## src/rtl/shooter_pkg.sv

```systemverilog
// Shared bullet FSM state and screen geometry for the shooter game engine.
// Coordinates are in the renderer's hCount/vCount space.
package shooter_pkg;

  typedef enum logic [1:0] {
    IDLE,
    FLIGHT,
    HIT
  } bullet_state_t;

  localparam int SHIP_W     = 40;
  localparam int SHIP_TOP   = 400;
  localparam int BULLET_W   = 10;
  localparam int BULLET_H   = 20;
  localparam int LAUNCH_Y   = 380;
  localparam int LAUNCH_OFS = 15;
  localparam int ENEMY_X0   = 320;
  localparam int ENEMY_X1   = 340;
  localparam int ENEMY_Y0   = 84;
  localparam int ENEMY_Y1   = 124;

  // Add one to a 4-digit BCD value; 9999 wraps to 0000.
  function automatic logic [15:0] bcd_inc(input logic [15:0] v);
    logic [15:0] r;
    logic        c;
    r = v;
    c = 1'b1;
    for (int i = 0; i < 4; i++) begin
      if (c) begin
        if (r[i*4 +: 4] == 4'd9) begin
          r[i*4 +: 4] = 4'd0;
        end else begin
          r[i*4 +: 4] = r[i*4 +: 4] + 4'd1;
          c = 1'b0;
        end
      end
    end
    return r;
  endfunction

endpackage

```

## src/rtl/bcd_score_counter.sv

```systemverilog
// Four-digit BCD score register for the seven-segment driver.
// One increment per inc pulse, wrapping 9999 -> 0000.
module bcd_score_counter
  import shooter_pkg::*;
(
  input  logic        clk,
  input  logic        Reset,
  input  logic        inc,
  output logic [15:0] score
);

  // Score register, advanced by one BCD count per inc cycle
  always_ff @(posedge clk or posedge Reset) begin
    if (Reset) begin
      score <= 16'h0000;
    end else if (inc) begin
      score <= bcd_inc(score);
    end
  end

endmodule

```

## src/rtl/shooter_game_core.sv

```systemverilog
// Game-state engine: ship position, single bullet, enemy hit, BCD score.
// All game state advances only on the one-cycle game tick.
module shooter_game_core
  import shooter_pkg::*;
#(
  parameter int TICK_CYCLES  = 500000,
  parameter int PLAYER_STEP  = 2,
  parameter int BULLET_STEP  = 4,
  parameter int X_MIN        = 144,
  parameter int X_MAX        = 744,
  parameter int PLAYER_X_RST = 424,
  parameter int BULLET_TOP   = 39,
  parameter int HIT_HOLD     = 32
) (
  input  logic        clk,
  input  logic        Reset,
  input  logic        BtnL,
  input  logic        BtnR,
  input  logic        BtnC,
  output logic [9:0]  x_position_player,
  output logic [9:0]  ben_x,
  output logic [9:0]  ben_v,
  output logic        collision,
  output logic [15:0] score
);

  localparam int CW = (TICK_CYCLES > 1) ? $clog2(TICK_CYCLES) : 1;
  localparam int HW = (HIT_HOLD > 1) ? $clog2(HIT_HOLD) : 1;

  logic [1:0]    l_sync;
  logic [1:0]    r_sync;
  logic [2:0]    c_sync;
  logic [CW-1:0] tick_cnt;
  logic          tick;
  logic          fire_edge;
  logic          fire_pending;
  logic          btn_l;
  logic          btn_r;
  logic [10:0]   x_up;
  logic [10:0]   x_dn;
  logic [9:0]    x_right;
  logic [9:0]    x_left;
  logic [10:0]   bx;
  logic [10:0]   bv;
  logic          overlap;
  logic          hit_inc;
  logic [HW-1:0] hold_cnt;
  bullet_state_t state;

  assign btn_l     = l_sync[1];
  assign btn_r     = r_sync[1];
  assign fire_edge = c_sync[1] & ~c_sync[2];
  assign tick      = (tick_cnt == CW'(TICK_CYCLES - 1));

  // Bring the asynchronous buttons into the clk domain
  always_ff @(posedge clk or posedge Reset) begin
    if (Reset) begin
      l_sync <= '0;
      r_sync <= '0;
      c_sync <= '0;
    end else begin
      l_sync <= {l_sync[0], BtnL};
      r_sync <= {r_sync[0], BtnR};
      c_sync <= {c_sync[1:0], BtnC};
    end
  end

  // Free-running game tick divider
  always_ff @(posedge clk or posedge Reset) begin
    if (Reset) begin
      tick_cnt <= '0;
    end else if (tick) begin
      tick_cnt <= '0;
    end else begin
      tick_cnt <= tick_cnt + CW'(1);
    end
  end

  // Clamped step targets, 11 bits wide so nothing wraps
  always_comb begin
    x_up    = {1'b0, x_position_player} + 11'(PLAYER_STEP);
    x_dn    = {1'b0, x_position_player} - 11'(PLAYER_STEP);
    x_right = (x_up > 11'(X_MAX)) ? 10'(X_MAX) : x_up[9:0];
    x_left  = ({1'b0, x_position_player} < 11'(X_MIN + PLAYER_STEP))
            ? 10'(X_MIN) : x_dn[9:0];
  end

  // Ship moves on tick when exactly one direction is held
  always_ff @(posedge clk or posedge Reset) begin
    if (Reset) begin
      x_position_player <= 10'(PLAYER_X_RST);
    end else if (tick) begin
      unique case (1'b1)
        btn_r & ~btn_l: x_position_player <= x_right;
        btn_l & ~btn_r: x_position_player <= x_left;
        default:        x_position_player <= x_position_player;
      endcase
    end
  end

  // A press is only kept while the bullet is parked; consumed by a tick
  always_ff @(posedge clk or posedge Reset) begin
    if (Reset) begin
      fire_pending <= 1'b0;
    end else if (state != IDLE) begin
      fire_pending <= 1'b0;
    end else if (fire_edge) begin
      fire_pending <= 1'b1;
    end else if (tick) begin
      fire_pending <= 1'b0;
    end
  end

  // Bullet against the enemy box, on the current coordinates
  always_comb begin
    bx      = {1'b0, ben_x};
    bv      = {1'b0, ben_v};
    overlap = (bx < 11'(ENEMY_X1))
            && (bx + 11'(BULLET_W) > 11'(ENEMY_X0))
            && (bv <= 11'(ENEMY_Y1))
            && (bv + 11'(BULLET_H) >= 11'(ENEMY_Y0));
    hit_inc = tick && (state == FLIGHT) && overlap;
  end

  // Bullet FSM with registered coordinates and hit flag
  always_ff @(posedge clk or posedge Reset) begin
    if (Reset) begin
      state     <= IDLE;
      ben_x     <= '0;
      ben_v     <= '0;
      collision <= 1'b0;
      hold_cnt  <= '0;
    end else if (tick) begin
      unique case (state)
        IDLE: begin
          ben_x <= '0;
          ben_v <= '0;
          if (fire_pending) begin
            ben_x <= x_position_player + 10'(LAUNCH_OFS);
            ben_v <= 10'(LAUNCH_Y);
            state <= FLIGHT;
          end
        end
        FLIGHT: begin
          if (overlap) begin
            state     <= HIT;
            collision <= 1'b1;
            ben_x     <= '0;
            ben_v     <= '0;
            hold_cnt  <= '0;
          end else if (ben_v < 10'(BULLET_TOP)) begin
            state <= IDLE;
            ben_x <= '0;
            ben_v <= '0;
          end else begin
            ben_v <= ben_v - 10'(BULLET_STEP);
          end
        end
        HIT: begin
          if (hold_cnt == HW'(HIT_HOLD - 1)) begin
            collision <= 1'b0;
            state     <= IDLE;
          end else begin
            hold_cnt <= hold_cnt + HW'(1);
          end
        end
        default: state <= IDLE;
      endcase
    end
  end

  bcd_score_counter u_score (
    .clk   (clk),
    .Reset (Reset),
    .inc   (hit_inc),
    .score (score)
  );

endmodule

```

## config.mk

```make
export PLATFORM = sky130hd
export DESIGN_NAME = shooter_game_core
export DESIGN_NICKNAME = d
export VERILOG_FILES = /design/src/rtl/shooter_pkg.sv /design/src/rtl/bcd_score_counter.sv /design/src/rtl/shooter_game_core.sv
export SDC_FILE = /design/constraint.sdc
export NUM_CORES = 1
export LEC_CHECK = 0
export CAP_MARGIN = 15
export CORE_AREA = 2 2 102 104
export CTS_CLUSTER_SIZE = 40
export DETAILED_ROUTE_END_ITERATION = 6
export DIE_AREA = 0 0 104 106
export PLACE_DENSITY = 0.67
export SKIP_LAST_GASP = 1
export SYNTH_ARGS = -nofsm -noshare
export SYNTH_HDL_FRONTEND = slang
export SYNTH_SLANG_ARGS = --single-unit
```

## constraint.sdc

```tcl
create_clock -name clk -period 3.02 [get_ports clk]
set_input_delay 0.453 -clock clk [delete_from_list [all_inputs] [get_ports clk]]
set_output_delay 0.453 -clock clk [all_outputs]
set_load 0.01 [all_outputs]
```

# Word level (Yosys, flattened, before mapping)
# Index checks and enable logic that the tools add are counted.
[totals] in_bits=5 wordCells=111 out_inout_bits=47 register_bits=81
[op_classes] order_cmp=7 mux=38 bitwise_logic=6 n_addsub=12 n_eq_ne=13 n_reduce_logical=20
[op_table] cell="$mux 10" n=7
[op_table] cell="$pmux 10 s2" n=3
[op_table] cell="$add 19x1->19 const B" n=1
[op_table] cell="$eq 19x19->1 const B" n=1
[op_table] cell="$mux 19" n=1
[op_table] cell="$add 4x1->4 const B" n=4
[op_table] cell="$eq 4x4->1 const B" n=4
[op_table] cell="$mux 4" n=4
[op_table] cell="$mux 1" n=13
[op_table] cell="$reduce_and 4->1" n=3
[op_table] cell="$add 10x2->11 const B" n=1
[op_table] cell="$add 10x4->11 const B" n=1
[op_table] cell="$add 10x5->11 const B" n=1
[op_table] cell="$ge 11x7->1 const B" n=1
[op_table] cell="$gt 11x10->1 const B" n=1
[op_table] cell="$gt 11x9->1 const B" n=1
[op_table] cell="$add 10x4->10 const B" n=1
[op_table] cell="$le 10x7->1 const B" n=1
[op_table] cell="$lt 10x6->1 const B" n=1
[op_table] cell="$lt 10x8->1 const B" n=1
[op_table] cell="$lt 10x9->1 const B" n=1
[op_table] cell="$mux 5" n=2
[op_table] cell="$pmux 5 s2" n=1
[op_table] cell="$reduce_and 2->1" n=5
[op_table] cell="19 further kinds" n=36

# Longest topological paths before layout
[depth] depth_word=12 mapped_depth=9 mapped_depth_nobuf=8

# By module
# Synthesis repeated with hierarchy kept, for this count alone.
[unflattened] hier_cells=475 area_unflattened_um2=4470.5
[modules_own_cells] module="shooter_game_core" area_per_inst_um2=3626.0 seq_area_each_um2=1556.5 cells_per_inst=398 n_inst=1
[modules_own_cells] module="bcd_score_counter" area_per_inst_um2=844.6 seq_area_each_um2=400.4 cells_per_inst=77 n_inst=1

# Worst setup path after synthesis
# No wires, ideal clock.
[synth_timing] path_kind="reg2reg" from="reg ben_v[2]" to="reg u_score.score[3]" path_slack_ns=0.619 path_stages_with_launch=9 setup_time_ns=0.124 t_arrival_ns=2.277 synth_period_minus_slack_ns=2.401 n_path_buf=1 required_time_ns=2.896 path_cell_list="dfrtp_1 ha_1 or4b_1 a21boi_1 nor4_2 nor4_4 buf_6 o2111ai_1 a211o_1"
[synth_via] elab_chain_len=4 elab_cells_between_ends=6 cone_classes="add/sub (1); order compare (2); reduce/logical (3)"
[synth_lines] element="start, declared" line="shooter_game_core.sv:22" source="output logic [9:0] ben_v,"
[synth_lines] element="start signal, assigned" line="shooter_game_core.sv:140" source="ben_v <= 10'(LAUNCH_Y);"
[synth_lines] element="start signal, assigned" line="shooter_game_core.sv:156" source="ben_v <= ben_v - 10'(BULLET_STEP);"
[synth_lines] element="$add 10x5->11 / $le 10x7->1 (equally long branches)" line="shooter_game_core.sv:121, shooter_game_core.sv:120"
[synth_lines] element="$ge 11x7->1 / $logic_and 1x1->1 (equally long branches)" line="shooter_game_core.sv:121, shooter_game_core.sv:120"
[synth_lines] element="$logic_and 1x1->1 *" line="shooter_game_core.sv:121" source="&& (bv + 11'(BULLET_H) >= 11'(ENEMY_Y0));"
[synth_lines] element="$logic_and 1x1->1 *" line="shooter_game_core.sv:122" source="hit_inc = tick && (state == FLIGHT) && overlap;"
[synth_lines] element="end signal, assigned" line="bcd_score_counter.sv:17" source="score <= bcd_inc(score);"
[synth_lines] element="end, declared" line="bcd_score_counter.sv:9" source="output logic [15:0] score"
# Mark *: on every way between the ends. The rest lies on a longest branch, timed or not.
# A chain may end at the register's enable or synchronous reset.

# Worst setup path after layout
[layout_timing] from="reg ben_v[3]" to="reg u_score.score[13]"
[layout_via] elab_chain_len=5 elab_cells_between_ends=7 cone_classes="add/sub (1); order compare (2); reduce/logical (4)"
[layout_lines] element="$add 10x5->11 / $le 10x7->1 (equally long branches)" line="shooter_game_core.sv:121, shooter_game_core.sv:120"
[layout_lines] element="$ge 11x7->1 / $logic_and 1x1->1 (equally long branches)" line="shooter_game_core.sv:121, shooter_game_core.sv:120"
[layout_lines] element="$logic_and 1x1->1 *" line="shooter_game_core.sv:121"
[layout_lines] element="$logic_and 1x1->1 *" line="shooter_game_core.sv:122"
[layout_lines] element="$reduce_and 2->1 (no line) *"
# Marks and branches as above.

==> flow_summary_export.csv <==
group,metric,value,unit
synth,yosys_warnings,0,
detailed_routing,wire_per_inst,15.0,um
detailed_routing,drc_errors,0,
hold_path,min-delay-start,"r_sync[0]$_DFF_PP0_",
worst_setup_path,worst_setup_path_end_kind,"register",
hold_path,worstHoldPathCells,0,
global_route,groute.usage.overall,18.9,%
synth,postSynthRegisterBits,78,
timing,worstMarginPinSlew,0.649,ns
detailed_routing,drt_wirelength,9.85,mm
timing,timing_max_transition_violations_final,0,
placement,buffer_ports.inserted,48,
detailed_routing,maxUsedRoutingLayer,"met4",
synth,synth_area_per_cell,9.44,um^2
cells_and_area,layout.filler_cells,919,
worst_setup_path,critical_path.max_fanout,9,
hold_path,hold_path_class,"register to register",
timing,maximum_clock_frequency,0.390,GHz
clock_tree,ctsHoldBuffers,0,
detailed_routing,detail_route.first_pass.iterations,5,
clock_tree,clkTransAtPathRegs,0.08,ns
cells_and_area,fraction_of_final_layout_cells_sized_beyond_drive_strength_1,8.86,%
timing,final.min_clock_period,2.57,ns
synth,seq_area_frac_synth,44.5,%
timing,unrepaired_setup_endpoints_after_global_routing,"false",
cells_and_area,layout_commonest_cell,"dfrtp_1",
worst_setup_path,startpoint_types,"register",
cells_and_area,finalNetCount,529,
synth,netlist_area,4400,um^2
clock_tree,clock_insertion_delay_worst_skew,0.36,ns
outcome,outcome,"complete, no violations",
pwr,power_density,365,nW/um^2
synth,post_synth_num_cell_types,64,
detailed_routing,drt.antenna.violating_nets,0,
floorplanning,design.die.area,11000,um^2
clock_tree,cts_inserted_buffers,9,
floorplanning,die_h,106,um
clock_tree,cts_root_buf,"clkbuf_8",
timing,postLayoutSetupSlackWorst,0.453,ns
clock_tree,cts_sinks,78,
global_route,grt_first_pass_wirelength,16.9,mm
floorplanning,rows,37,
synth,postSynth.topFlopCell,"dfrtp_1",
placement,gp_routability_congestion,0.897,
timing,timing_hold_violations_final,0,
timing,clock_skew,0.00649,ns
detailed_routing,met2_length,4.41,mm
worst_setup_path,regToRegSetupSlack,0.45,ns
clock_tree,clk_path_buf_depth,2,
detailed_routing,wirelength_met1,4.65,mm
pwr,leakagePower,2.19,nW
global_route,antenna_found_initial,0,
placement,detailedPlace.worstSlack,0.436,ns
placement,hpwlAfterDp,6.92,mm
cells_and_area,layout.cells.most_common_list,"dfrtp_1 (74), clkdlybuf4s50_1 (48), nor2_1 (38)",
worst_setup_path,worstSetupStartpoint,"ben_v[3]$_DFFE_PP0P_",
floorplanning,floorplan.initialDensity,44.0,%
timing,max_slew_margin,56.4,%
detailed_routing,drt_iter0_drc,218,
pwr,vdd_drop_max,0.000192,V
global_route,first_global_vias,3432,
global_route,grt_remaining_overflow,0,
timing,hold-worst-slack,0.352,ns
placement,numPlacedInstances,639,
floorplanning,die_outline_width,104,um
synth,syn_inst,466,
cells_and_area,antenna_cells_inserted,0,
global_route,grt_max_degree,34,
cells_and_area,final-instance-count-excl-fill,655,
worst_setup_path,cp_data_required_time,3.27,ns
timing,setup_violations,0,
clock_tree,cts.htree.levels,3,
worst_setup_path,rr_startpoint,"ben_v[3]$_DFFE_PP0P_",
worst_setup_path,reg2reg_to,"u_score.score[13]$_DFFE_PP0P_",
synth,asyncSetResetFlopFracSynth,100,%
hold_path,timing.hold.worst_endpoint,"r_sync[1]$_DFF_PP0_",
detailed_routing,route.vias.total,3720,
floorplanning,ios,52,
worst_setup_path,worstRegToRegCells,6,
worst_setup_path,crit_type,"register to register",
cells_and_area,area_delta_synth_final,19.3,%
job,maximum_capacitance_violations,0,
synth,synth_edf_count,0,
clock_tree,cts_resized,0,
timing,fin_tns_setup,0,ns
worst_setup_path,timing.critical_path.arrival,2.82,ns
timing,final.period_utilization,85.0,%
detailed_routing,route.met3.wl,565,um
clock_tree,tritoncts,"yes",
detailed_routing,post_drt_via_cell_ratio,5.68,
floorplanning,fp.coreArea,10000,um^2
clock_tree,cts_setup_buffers,0,
==> worst max-delay path by stage <==
stage | end | cells after the start | slack (ns)
2_1_floorplan | ben_v[2]$_DFFE_PP0P_ | 1 | 0.58
3_3_place_gp | ben_v[8]$_DFFE_PP0P_ | 8 | 0.53
3_5_place_dp | u_score.score[13]$_DFFE_PP0P_ | 6 | 0.44
4_1_cts | u_score.score[13]$_DFFE_PP0P_ | 6 | 0.44
5_1_grt | ben_v[8]$_DFFE_PP0P_ | 9 | 0.22
6_report | u_score.score[13]$_DFFE_PP0P_ | 6 | 0.45
==> state kept, by name, indices dropped and copies added (netlist names), 2 cells and up <==
register and cells:
l_sync 2, hold_cnt 5, state 2, r_sync 2, tick_cnt 19, ben_x 10
ben_v 8, x_position_player 9, u_score.score 16, c_sync 3
==> area by class of cell <==
class / count / area [um^2] / share of cell area (%)
Tap cell: 136 / 170 / 3.25
Clock inverter: 5 / 56.3 / 1.07
Timing Repair Buffer: 60 / 571 / 10.9
Sequential cell: 78 / 1960 / 37.3
Inverter: 22 / 82.6 / 1.57
Multi-Input combinational cell: 343 / 2260 / 43.0
Clock buffer: 11 / 151 / 2.89
==> power by group <==
group          internal (W)  switching, W
clock network      0.000427      0.000397
registers           0.00105    0.00000141
logic             0.0000104     0.0000295
==> metrics by stage <==
| stage | utilization, % | cell area, um^2 | power [W] |
|---|---|---|---|
| after floorplan | - | 4400 | 0.00110 |
| after global placement | 50.4 | 5040 | 0.00111 |
| final | 52.4 | 5240 | 0.00191 |
| after global routing | 52.4 | 5240 | 0.00199 |
| after detailed placement | 50.4 | 5040 | 0.00111 |
| after CTS | 52.4 | 5240 | 0.00194 |
==> cells in the mapped netlist (4+ instances only) <==
| master | count | area share, % |
|---|---|---|
| and3_1 | 7 | 1.0 |
| a31oi_1 | 7 | 1.0 |
| nand2_1 | 26 | 2.2 |
| o221ai_1 | 4 | 0.80 |
| nand4_1 | 11 | 1.6 |
| mux2_2 | 8 | 2.0 |
| xor2_1 | 7 | 1.4 |
| clkbuf_1 | 19 | 1.6 |
| o31ai_1 | 4 | 0.68 |
| o21a_1 | 5 | 0.85 |
| inv_1 | 21 | 1.8 |
| and2_1 | 5 | 0.71 |
| nand2b_1 | 12 | 1.7 |
| xnor2_1 | 23 | 4.6 |
| nor2b_1 | 6 | 0.85 |
| ha_1 | 10 | 2.8 |
| o21ai_0 | 26 | 3.0 |
| dfrtp_1 | 74 | 42 |
| dfstp_2 | 4 | 2.4 |
| nor2_1 | 38 | 3.2 |
| a21o_1 | 6 | 1.0 |
| a21oi_1 | 20 | 2.3 |
| nor3_1 | 19 | 2.2 |
| o211ai_1 | 5 | 0.85 |
| a22o_1 | 12 | 2.4 |
| nor3b_1 | 4 | 0.68 |
| nand3_1 | 22 | 2.5 |
==> critical path: stages (launching register included) <==
cell and delay (ns):
dfrtp_1 0.49, ha_1 0.25, or4b_1 0.44, a21boi_1 0.19, nor4_2 0.11, nor4_1 0.58
mux2_2 0.40
==> logic make-up (layout without fill, tap and decap cells) <==
kind of cell	after synthesis	count (layout)	synth area share [%]
AND/OR/NAND/NOR	178	178	22.3
buffers and inverters	47	98	4.47
AO/OA/AOI/OAI	114	114	17.8
adder cells (fa/ha/maj)	10	10	2.85
other	1	3	0.0853
XOR/XNOR	30	30	5.98
flip-flops	78	78	44.5
multiplexers	8	8	2.05
==> per-layer routing <==
metal  vias to the layer above  global-route usage (%)
met1                      1791                    27.2
met2                       121                    28.1
met4                         0                    8.20
li1                       1791                       -
met5                         -                       0
met3                        17                    3.19
Power figures use the tool's default switching activity.
